$ cat src/rtl/wb_ahb_master_bridge_pkg.sv
// wb_ahb_pkg: AHB encodings and bridge state type shared by the bridge files
package wb_ahb_pkg;
  localparam logic [1:0] HTRANS_IDLE = 2'b00;
  localparam logic [1:0] HTRANS_NONSEQ = 2'b10;
  localparam logic [1:0] HRESP_OKAY = 2'b00;
  localparam logic [1:0] HRESP_ERROR = 2'b01;
  localparam logic [1:0] HRESP_RETRY = 2'b10;
  localparam logic [1:0] HRESP_SPLIT = 2'b11;
  localparam logic [2:0] HSIZE_BYTE = 3'b000;
  localparam logic [2:0] HSIZE_HALF = 3'b001;
  localparam logic [2:0] HSIZE_WORD = 3'b010;
  localparam logic [2:0] HSIZE_DWORD = 3'b011;
  localparam logic [2:0] HBURST_SINGLE = 3'b000;
  typedef enum logic [1:0] {
    ST_IDLE = 2'd0,
    ST_ADDR = 2'd1,
    ST_DATA = 2'd2,
    ST_RESP = 2'd3
  } state_t;
endpackage

$ cat src/rtl/wb_ahb_master_bridge_if.sv
// wb_ahb_master_bridge_if: Wishbone-classic slave side and AHB master side of the bridge
interface wb_ahb_master_bridge_if #(
  parameter int AW = 32,
  parameter int DW = 32,
  parameter int SEL_W = DW / 8
);
  logic [AW-1:0] wb_adr_i;
  logic [SEL_W-1:0] wb_sel_i;
  logic wb_we_i;
  logic [DW-1:0] wb_dat_i;
  logic [DW-1:0] wb_dat_o;
  logic wb_cyc_i;
  logic wb_stb_i;
  logic wb_ack_o;
  logic wb_err_o;
  logic [AW-1:0] haddr;
  logic [1:0] htrans;
  logic [2:0] hburst;
  logic [2:0] hsize;
  logic hwrite;
  logic [DW-1:0] hwdata;
  logic [DW-1:0] hrdata;
  logic hready;
  logic [1:0] hresp;
  modport master (
    input wb_adr_i, wb_sel_i, wb_we_i, wb_dat_i, wb_cyc_i, wb_stb_i, hrdata, hready, hresp,
    output wb_dat_o, wb_ack_o, wb_err_o, haddr, htrans, hburst, hsize, hwrite, hwdata
  );
  modport slave (
    output wb_adr_i, wb_sel_i, wb_we_i, wb_dat_i, wb_cyc_i, wb_stb_i, hrdata, hready, hresp,
    input wb_dat_o, wb_ack_o, wb_err_o, haddr, htrans, hburst, hsize, hwrite, hwdata
  );
endinterface

$ cat src/rtl/wb_ahb_master_bridge_sel_decode.sv
// wb_sel_decode: maps Wishbone byte selects to {legal, hsize, lane offset}
module wb_sel_decode
  import wb_ahb_pkg::*;
#(
  parameter int SEL_W = 4
) (
  input  logic [SEL_W-1:0] sel,
  output logic legal,
  output logic [2:0] hsize,
  output logic [$clog2(SEL_W)-1:0] off
);
  localparam int OW = $clog2(SEL_W);
  always_comb begin
    legal = 1'b0;
    hsize = HSIZE_BYTE;
    off = '0;
    for (int i = 0; i < SEL_W; i++)
      if (sel == SEL_W'(1) << i) begin
        legal = 1'b1;
        hsize = HSIZE_BYTE;
        off = OW'(i);
      end
    for (int i = 0; i < SEL_W; i += 2)
      if (sel == SEL_W'(3) << i) begin
        legal = 1'b1;
        hsize = HSIZE_HALF;
        off = OW'(i);
      end
    for (int i = 0; i < SEL_W; i += 4)
      if (sel == SEL_W'(15) << i) begin
        legal = 1'b1;
        hsize = HSIZE_WORD;
        off = OW'(i);
      end
    if (SEL_W == 8 && sel == '1) begin
      legal = 1'b1;
      hsize = HSIZE_DWORD;
      off = '0;
    end
  end
endmodule

$ cat src/rtl/wb_ahb_master_bridge.sv
// wb_ahb_master_bridge: Wishbone-classic slave to AHB single-transfer master with retry and abort handling
module wb_ahb_master_bridge
  import wb_ahb_pkg::*;
#(
  parameter int AW = 32,
  parameter int DW = 32,
  parameter int MAX_RETRY = 4
) (
  input logic hclk,
  input logic hresetn,
  wb_ahb_master_bridge_if.master bus
);
  localparam int SEL_W = DW / 8;
  localparam int OW = $clog2(SEL_W);
  state_t state, state_n;
  logic [AW-1:0] adr_q;
  logic [DW-1:0] dat_q;
  logic [2:0] hsize_q, dec_size;
  logic [OW-1:0] off_q, dec_off;
  logic [3:0] retry_q, retry_n;
  logic we_q, dec_legal, err_q, err_n, abort_q, abort_n, start;
  wb_sel_decode #(.SEL_W(SEL_W)) u_sel_decode (
    .sel(bus.wb_sel_i),
    .legal(dec_legal),
    .hsize(dec_size),
    .off(dec_off)
  );
  assign start = state == ST_IDLE && bus.wb_cyc_i && bus.wb_stb_i;
  assign bus.htrans = state == ST_ADDR ? HTRANS_NONSEQ : HTRANS_IDLE;
  // low address bits come only from the decoded lane, never from wb_adr_i
  assign bus.haddr = (adr_q & ~AW'(SEL_W - 1)) | AW'(off_q);
  assign bus.hsize = hsize_q;
  assign bus.hwrite = we_q;
  assign bus.hburst = HBURST_SINGLE;
  always_comb begin
    state_n = state;
    err_n = err_q;
    abort_n = abort_q;
    retry_n = retry_q;
    case (state)
      ST_IDLE: if (start) begin
        state_n = dec_legal ? ST_ADDR : ST_RESP;
        err_n = !dec_legal;
      end
      ST_ADDR: begin
        abort_n = abort_q | !bus.wb_cyc_i;
        state_n = bus.hready ? ST_DATA : ST_ADDR;
      end
      ST_DATA: begin
        abort_n = abort_q | !bus.wb_cyc_i;
        if (bus.hready) begin
          if (bus.hresp == HRESP_OKAY) state_n = ST_RESP;
          else if (bus.hresp == HRESP_ERROR || retry_q >= 4'(MAX_RETRY)) begin
            state_n = ST_RESP;
            err_n = 1'b1;
          end else begin
            state_n = ST_ADDR;
            retry_n = retry_q + 4'd1;
          end
        end
      end
      default: begin
        state_n = ST_IDLE;
        err_n = 1'b0;
        abort_n = 1'b0;
        retry_n = '0;
      end
    endcase
  end
  // ack/err are registered on entry to RESP so they are high exactly while in RESP
  always_ff @(posedge hclk or negedge hresetn)
    if (!hresetn) begin
      state <= ST_IDLE;
      err_q <= 1'b0;
      abort_q <= 1'b0;
      retry_q <= '0;
      adr_q <= '0;
      we_q <= 1'b0;
      dat_q <= '0;
      hsize_q <= HSIZE_BYTE;
      off_q <= '0;
      bus.hwdata <= '0;
      bus.wb_dat_o <= '0;
      bus.wb_ack_o <= 1'b0;
      bus.wb_err_o <= 1'b0;
    end else begin
      state <= state_n;
      err_q <= err_n;
      abort_q <= abort_n;
      retry_q <= retry_n;
      bus.wb_ack_o <= state_n == ST_RESP && !err_n && !abort_n;
      bus.wb_err_o <= state_n == ST_RESP && err_n && !abort_n;
      if (start) begin
        adr_q <= bus.wb_adr_i;
        we_q <= bus.wb_we_i;
        dat_q <= bus.wb_dat_i;
        hsize_q <= dec_size;
        off_q <= dec_off;
      end
      if (state == ST_ADDR && bus.hready && we_q) bus.hwdata <= dat_q;
      if (state == ST_DATA && bus.hready && bus.hresp == HRESP_OKAY && !we_q) bus.wb_dat_o <= bus.hrdata;
    end
endmodule

$ cat src/flat_wrapper.sv
// flat-port wrapper written by rule: the top's interface ports become plain ports
module wb_ahb_master_bridge_flat import wb_ahb_pkg::*;
#(
  parameter int AW = 32,
  parameter int DW = 32,
  parameter int MAX_RETRY = 4
)
  (hclk, hresetn, bus_wb_adr_i, bus_wb_sel_i, bus_wb_we_i, bus_wb_dat_i, bus_wb_cyc_i, bus_wb_stb_i, bus_hrdata, bus_hready, bus_hresp, bus_wb_dat_o, bus_wb_ack_o, bus_wb_err_o, bus_haddr, bus_htrans, bus_hburst, bus_hsize, bus_hwrite, bus_hwdata);
  wb_ahb_master_bridge_if #(.AW(AW), .DW(DW)) bus_i ();
  input logic hclk;
  input logic hresetn;
  input wire logic [$bits(bus_i.wb_adr_i)-1:0] bus_wb_adr_i;
  input wire logic [$bits(bus_i.wb_sel_i)-1:0] bus_wb_sel_i;
  input wire logic [$bits(bus_i.wb_we_i)-1:0] bus_wb_we_i;
  input wire logic [$bits(bus_i.wb_dat_i)-1:0] bus_wb_dat_i;
  input wire logic [$bits(bus_i.wb_cyc_i)-1:0] bus_wb_cyc_i;
  input wire logic [$bits(bus_i.wb_stb_i)-1:0] bus_wb_stb_i;
  input wire logic [$bits(bus_i.hrdata)-1:0] bus_hrdata;
  input wire logic [$bits(bus_i.hready)-1:0] bus_hready;
  input wire logic [$bits(bus_i.hresp)-1:0] bus_hresp;
  output wire logic [$bits(bus_i.wb_dat_o)-1:0] bus_wb_dat_o;
  output wire logic [$bits(bus_i.wb_ack_o)-1:0] bus_wb_ack_o;
  output wire logic [$bits(bus_i.wb_err_o)-1:0] bus_wb_err_o;
  output wire logic [$bits(bus_i.haddr)-1:0] bus_haddr;
  output wire logic [$bits(bus_i.htrans)-1:0] bus_htrans;
  output wire logic [$bits(bus_i.hburst)-1:0] bus_hburst;
  output wire logic [$bits(bus_i.hsize)-1:0] bus_hsize;
  output wire logic [$bits(bus_i.hwrite)-1:0] bus_hwrite;
  output wire logic [$bits(bus_i.hwdata)-1:0] bus_hwdata;
  assign bus_i.wb_adr_i = bus_wb_adr_i;
  assign bus_i.wb_sel_i = bus_wb_sel_i;
  assign bus_i.wb_we_i = bus_wb_we_i;
  assign bus_i.wb_dat_i = bus_wb_dat_i;
  assign bus_i.wb_cyc_i = bus_wb_cyc_i;
  assign bus_i.wb_stb_i = bus_wb_stb_i;
  assign bus_i.hrdata = bus_hrdata;
  assign bus_i.hready = bus_hready;
  assign bus_i.hresp = bus_hresp;
  assign bus_wb_dat_o = bus_i.wb_dat_o;
  assign bus_wb_ack_o = bus_i.wb_ack_o;
  assign bus_wb_err_o = bus_i.wb_err_o;
  assign bus_haddr = bus_i.haddr;
  assign bus_htrans = bus_i.htrans;
  assign bus_hburst = bus_i.hburst;
  assign bus_hsize = bus_i.hsize;
  assign bus_hwrite = bus_i.hwrite;
  assign bus_hwdata = bus_i.hwdata;
  wb_ahb_master_bridge #(.AW(AW), .DW(DW), .MAX_RETRY(MAX_RETRY)) u_core (.hclk(hclk), .hresetn(hresetn), .bus(bus_i));
endmodule
$ cat config.mk
export PLATFORM = sky130hd
export DESIGN_NAME = wb_ahb_master_bridge_flat
export DESIGN_NICKNAME = d
export VERILOG_FILES = /design/src/rtl/wb_ahb_master_bridge_pkg.sv /design/src/rtl/wb_ahb_master_bridge_if.sv /design/src/rtl/wb_ahb_master_bridge_sel_decode.sv /design/src/rtl/wb_ahb_master_bridge.sv /design/src/flat_wrapper.sv
export SDC_FILE = /design/constraint.sdc
export NUM_CORES = 1
export LEC_CHECK = 0
export CAP_MARGIN = 20
export CORE_AREA = 2 2 126 128
export DETAILED_ROUTE_END_ITERATION = 7
export DIE_AREA = 0 0 128 130
export GPL_TIMING_DRIVEN = 0
export PLACE_DENSITY = 0.78
export SLEW_MARGIN = 20
export SYNTH_ARGS = -nofsm -noshare
export SYNTH_HDL_FRONTEND = slang
export SYNTH_SLANG_ARGS = --single-unit
$ cat constraint.sdc
create_clock -name hclk -period 5.6 [get_ports hclk]
set_input_delay 1.4 -clock hclk [delete_from_list [all_inputs] [get_ports hclk]]
set_output_delay 1.4 -clock hclk [all_outputs]
set_load 0.02 [all_outputs]
==> Word level (Yosys, flattened, before mapping) <==
Cells that the tools add are included.
{ "op_classes": {"n_addsub": 1, "n_mul": 0, "div_mod_pow": 0, "order_cmp": 1, "n_eq_ne": 14, "shifts": 0, "n_mux": 34, "bitwise_logic": 3, "n_reduce_logical": 22} }
{ "op_table": {"columns": ["cell", "n"], "rows": [
  ["$or A32 B2 Y32", 1],
  ["$mux W2", 12],
  ["$mux W1", 13],
  ["$eq A4 B4 Y1 const B", 3],
  ["$mux W4", 3],
  ["$logic_and A1 B1 Y1", 11],
  ["$eq A4 B2 Y1 const B", 2],
  ["$pmux W4 S2", 1],
  ["$mux W3", 2],
  ["$ne A2 B2 Y1 const B", 3],
  ["$pmux W2 S3", 1],
  ["$logic_not A1 Y1", 5],
  ["$add A4 B1 Y4 const B", 1],
  ["$eq A2 B1 Y1 const B", 2],
  ["$eq A2 B2 Y1 const B", 2],
  ["$eq A4 B1 Y1 const B", 1],
  ["$eq A4 B3 Y1 const B", 1],
  ["$ge A4 B3 Y1 const B", 1],
  ["$logic_not A2 Y1", 2],
  ["$reduce_and A4 Y1", 1],
  ["$reduce_or A2 Y1", 2],
  ["$pmux W1 S3", 1],
  ["$pmux W1 S2", 1],
  ["$logic_or A1 B1 Y1", 1],
  ["2 further kinds", 2]
]} }
{ "word_totals": {"reg_bits": 144, "latchBits": 0, "ram_bits": 0, "rom_bits": 0, "out_inout_bits": 107, "mem_count": 0} }

==> Logic depth before layout (Yosys ltp) <==
{ "logic_depth": {"ltp_word": 14, "depth_mapped": 8} }

==> Modules after synthesis <==
A second synthesis with hierarchy kept.
{ "unflattened": {"cells_unflattened": 360, "area_unflattened_um2": 5612.9} }
{ "by_module_without_submodules": {"columns": ["mod", "instances", "cells_each", "area_per_inst_um2", "seq_area_each_um2"], "rows": [
  ["wb_ahb_master_bridge", 1, 347, 5534.1, 3553.4],
  ["wb_sel_decode", 1, 13, 78.8, 0.0]
]} }

==> Least setup slack after synthesis <==
Ideal clock, no wire load.
{ "synth_path": {"path_type": "input port to flip-flop", "start": "in bus_hresp[0]", "end": "reg u_core.bus.wb_dat_o[0]", "arrival_time_ps": 2319, "slack_ps": 3156, "path_stages": 3, "path_buffers": 1, "cell_sequence": "nor4_4 buf_6 mux2_2"} }
{ "synth_between": {"elab_chain_len": 3} }
{ "synth_rtl": {"columns": ["item", "line_no", "text"], "rows": [
  ["from (decl)", "flat_wrapper.sv:20", "input wire logic [$bits(bus_i.hresp)-1:0] bus_hresp;"],
  ["$logic_not A2 Y1", "wb_ahb_master_bridge.sv:101", "if (state == ST_DATA && bus.hready && bus.hresp == HRESP_OKAY && !we_q) bus.wb_dat_o <= bus.hrdata;"],
  ["$logic_and A1 B1 Y1 (2 in series)", "wb_ahb_master_bridge.sv:101", null],
  ["to (signal assigned)", "wb_ahb_master_bridge.sv:101", null],
  ["to (decl)", "wb_ahb_master_bridge_if.sv:27", "output wb_dat_o, wb_ack_o, wb_err_o, haddr, htrans, hburst, hsize, hwrite, hwdata"]
]} }
No other way between the ends.
A chain may end at the register's enable or synchronous reset.

==> Worst setup path after layout <==
{ "layout_path": {"start": "reg u_core.state[1]", "end": "out bus_htrans[1]"} }
{ "layout_between": {"elab_chain_len": 2} }
{ "layout_rtl": {"columns": ["item", "line_no", "text"], "rows": [
  ["from (decl)", "wb_ahb_master_bridge.sv:15", "state_t state, state_n;"],
  ["from (signal assigned)", "wb_ahb_master_bridge.sv:87", "state <= state_n;"],
  ["$eq A2 B1 Y1", "wb_ahb_master_bridge.sv:29", "assign bus.htrans = state == ST_ADDR ? HTRANS_NONSEQ : HTRANS_IDLE;"],
  ["$mux W2", "wb_ahb_master_bridge.sv:29", null],
  ["to (decl)", "flat_wrapper.sv:25", "output wire logic [$bits(bus_i.htrans)-1:0] bus_htrans;"]
]} }
No other way between the ends.

==> flow_summary.toml <==
[worst_setup_path]
max_stage_delay_ps = 680
worstPathArrival_ps = 1920
cp.required_ps = 4200
crit_path_max_fanout = 7
crit_type = "register to output port"
cp_slowest_cell = "clkdlybuf4s50_1"
startpoint_type = "register"
setup.worst_path.end_class = "output port"
path_cells = "inv_1, ha_1, clkdlybuf4s50_1"

[clock_tree]
ctsResizeCount = 0
hold_buffers = 0
cts_buffers = 17
root_buffer = "clkbuf_16"
cts_buffer_depth = 2
insertion_delay_ps = 410
cts_max_level = 4
clkTransAtPathRegs_ps = 60
cts_tree = "done"
cts.sinks = 141
post_cts_buffers = 0

[routing]
drc = 0
viasPerCell = 4.67
drt_iter0_drc = 87
vias = 3681
antenna_left = 0
firstDrtPassIters = 4
avgRoutedWirePerCell_um = 16.0
wl_um = 12600

[final_layout]
fillers = 1250
drive_gt1_share_pct = 30.5
n_antenna_cell = 0
fin_nets = 697
register_area_um2 = 3530
area_delta_synth_final_pct = 54.3
multi_input_area_um2 = 1850

[floorplanning]
dieArea_um2 = 16600
die_w_um = 128
fp.dieH_um = 130
num_rows = 46
io_pins = 215
coreArea_um2 = 15400
start_util_pct = 35.7

[timing]
rsz0062_at_grt = "false"
finalHoldViolations = 0
fin_hold_ws_ps = 480
final.setup.tns_ps = 0
setup_viol = 0
period_needed_ps = 3320
max_freq_mhz = 301
finalCritPeriodShare_pct = 59.3
drv_slew = 0
clock_skew_ps = 9.47

[global_routing]
grt_pass1_wl_um = 19900
first_global_vias = 3992
track_usage_pct = 15.5
grt_max_degree = 90
grt-ovfl-total = 0
antenna_found_initial = 0

[yosys]
ys_ff_latch = 141
syn-cell-area_um2 = 5510
ys_warn_count = 0
yosys.cell_count.top_type = "dfrtp_1"
synth_area_leader_cell = "dfrtp_1"
syn_inst = 353
synth_top_area_share_pct = 64.0
synthArstFlopShare_pct = 100
synth_area_leaders = "dfrtp_1 64%, mux2_2 26%, ha_1 1.1%"
avgSynthCellArea_um2 = 15.6
synth_common_cells = "141 x dfrtp_1, 126 x mux2_2, 9 x buf_2, 9 x nand2_1"
synth_edf_count = 0
yosys.cell_types.count = 36
ys.flop_type = "dfrtp_1"
yosysSeqAreaShare_pct = 64.0

[min_path]
hold_class = "register to register"

[place]
io_buffer_count = 207
dp_hpwl_um = 9410
gp_congestion = 0.762

[pwr]
power_density_nw_per_um2 = 579
power_frac_seq_pct = 35.5
p_int_mw = 3.34
p_leak_nw = 3.67
clock_power_share_pct = 24.3
ir_drop_mv = 0.277
p_comb_share_pct = 40.2
switching_power_mw = 1.59
swShare_pct = 32.2

[status]
status = "finished clean"

[flow_run]
drv_cap = 0
==> layout by cell type (no fill, tap or decap), drive strengths merged <==
cell type      Yosys  routed
nor2               7       7
o31ai              1       1
o21ai              7       7
nor2b              2       2
and3               1       1
inv                5       7
ha                 5       5
buf               17      19
or3                1       1
dfrtp            141     141
o41ai              2       2
nand2b             2       2
o211ai             1       1
a211oi             1       1
clkdlybuf4s50      0     206
nand4              1       1
clkbuf             2      21
nor4               1       1
bufinv             0       4
nand4b             1       1
a31oi              2       2
xnor2              1       1
nand3              4       4
mux2             127     127
conb               1       5
a21oi              2       2
mux2i              1       1
nor3b              1       1
clkinv             0       5
a41oi              2       2
a21boi             2       2
nand2             10      10
nor3               2       2
clkinvlp           0       2
==> logic make-up after synthesis <==
kind of cell | count (synthesis) | share of synthesized area [%]
simple gates | 33 | 3.41
mux | 128 | 26.1
xor+xnor | 1 | 0.159
compound gates | 20 | 2.45
buf+inv | 24 | 2.61
flops | 141 | 64.0
other cells | 1 | 0.0681
fa+ha+maj | 5 | 1.14
==> final timing paths <==
path / start / endpoint / slack, ps / cells after the start
min reg2reg: u_core.bus.hsize[0] / u_core.bus.hsize[0] / 480 / 2
max in group asynchronous: hresetn / u_core.state[0] / 3920 / 2
max reg2reg: u_core.state[0] / u_core.bus.wb_dat_o[2] / 3560 / 7
max: u_core.state[1] / bus_htrans[1] / 2280 / 3
min: u_core.bus.hsize[0] / u_core.bus.hsize[0] / 480 / 2
min in group asynchronous: hresetn / u_core.bus.wb_dat_o[15] / 910 / 1
==> per-stage QoR <==
step,util [%],cells,setup slack (ps),cell area (um2),total power [mW]
finish,55.1,789,2280,8500,4.92
global route,55.1,789,2220,8500,5.19
CTS,55.1,789,2260,8500,4.99
detailed placement,51.0,757,2400,7870,3.77
global placement,50.8,756,-2120,7840,3.68
floorplan,-,357,3160,5530,2.77
==> sequential cells by signal, indices dropped and copies added (netlist names), 2 cells and up <==
signal	flops
u_core.retry_q	4
u_core.adr_q	30
u_core.bus.hsize	2
u_core.bus.hwdata	32
u_core.off_q	2
u_core.bus.wb_dat_o	32
u_core.dat_q	32
u_core.state	2
==> cell type report <==
| class | instances | area share [%] |
|---|---|---|
| flip-flops and latches | 141 | 41.5 |
| inverters | 5 | 0.221 |
| plain buffers | 19 | 1.47 |
| repair buffers | 208 | 24.8 |
| clock inverters | 13 | 2.22 |
| clock buffers | 19 | 5.21 |
| multi-input cells | 192 | 21.8 |
| well taps | 192 | 2.83 |
==> worst max-delay path: cells and delay by family (launching register included) <==
family,cells,cell delay [ps]
flops,1,420
buf+inv,2,780
fa+ha+maj,1,320
==> power groups by stage <==
stage                     combinational (mW)  sequential [mW]  clock (mW)
after global routing                    2.11             1.81        1.27
after floorplan                        0.622             2.15           0
after global placement                  1.94             1.73           0
after detailed placement                2.00             1.77           0
final                                   1.98             1.75        1.20
after CTS                               2.01             1.76        1.22
==> layer usage <==
| metal | vias up | GRT usage (%) | share of wire (%) |
|---|---|---|---|
| met1 | 1803 | 17.5 | 41 |
| met4 | 0 | 5.56 | 1.3 |
| met3 | 16 | 6.81 | 9.8 |
| met2 | 158 | 26.3 | 48 |
| li1 | 1704 | - | - |
| met5 | - | 0 | 0 |
No activity file was read; power rests on OpenSTA's default activity.
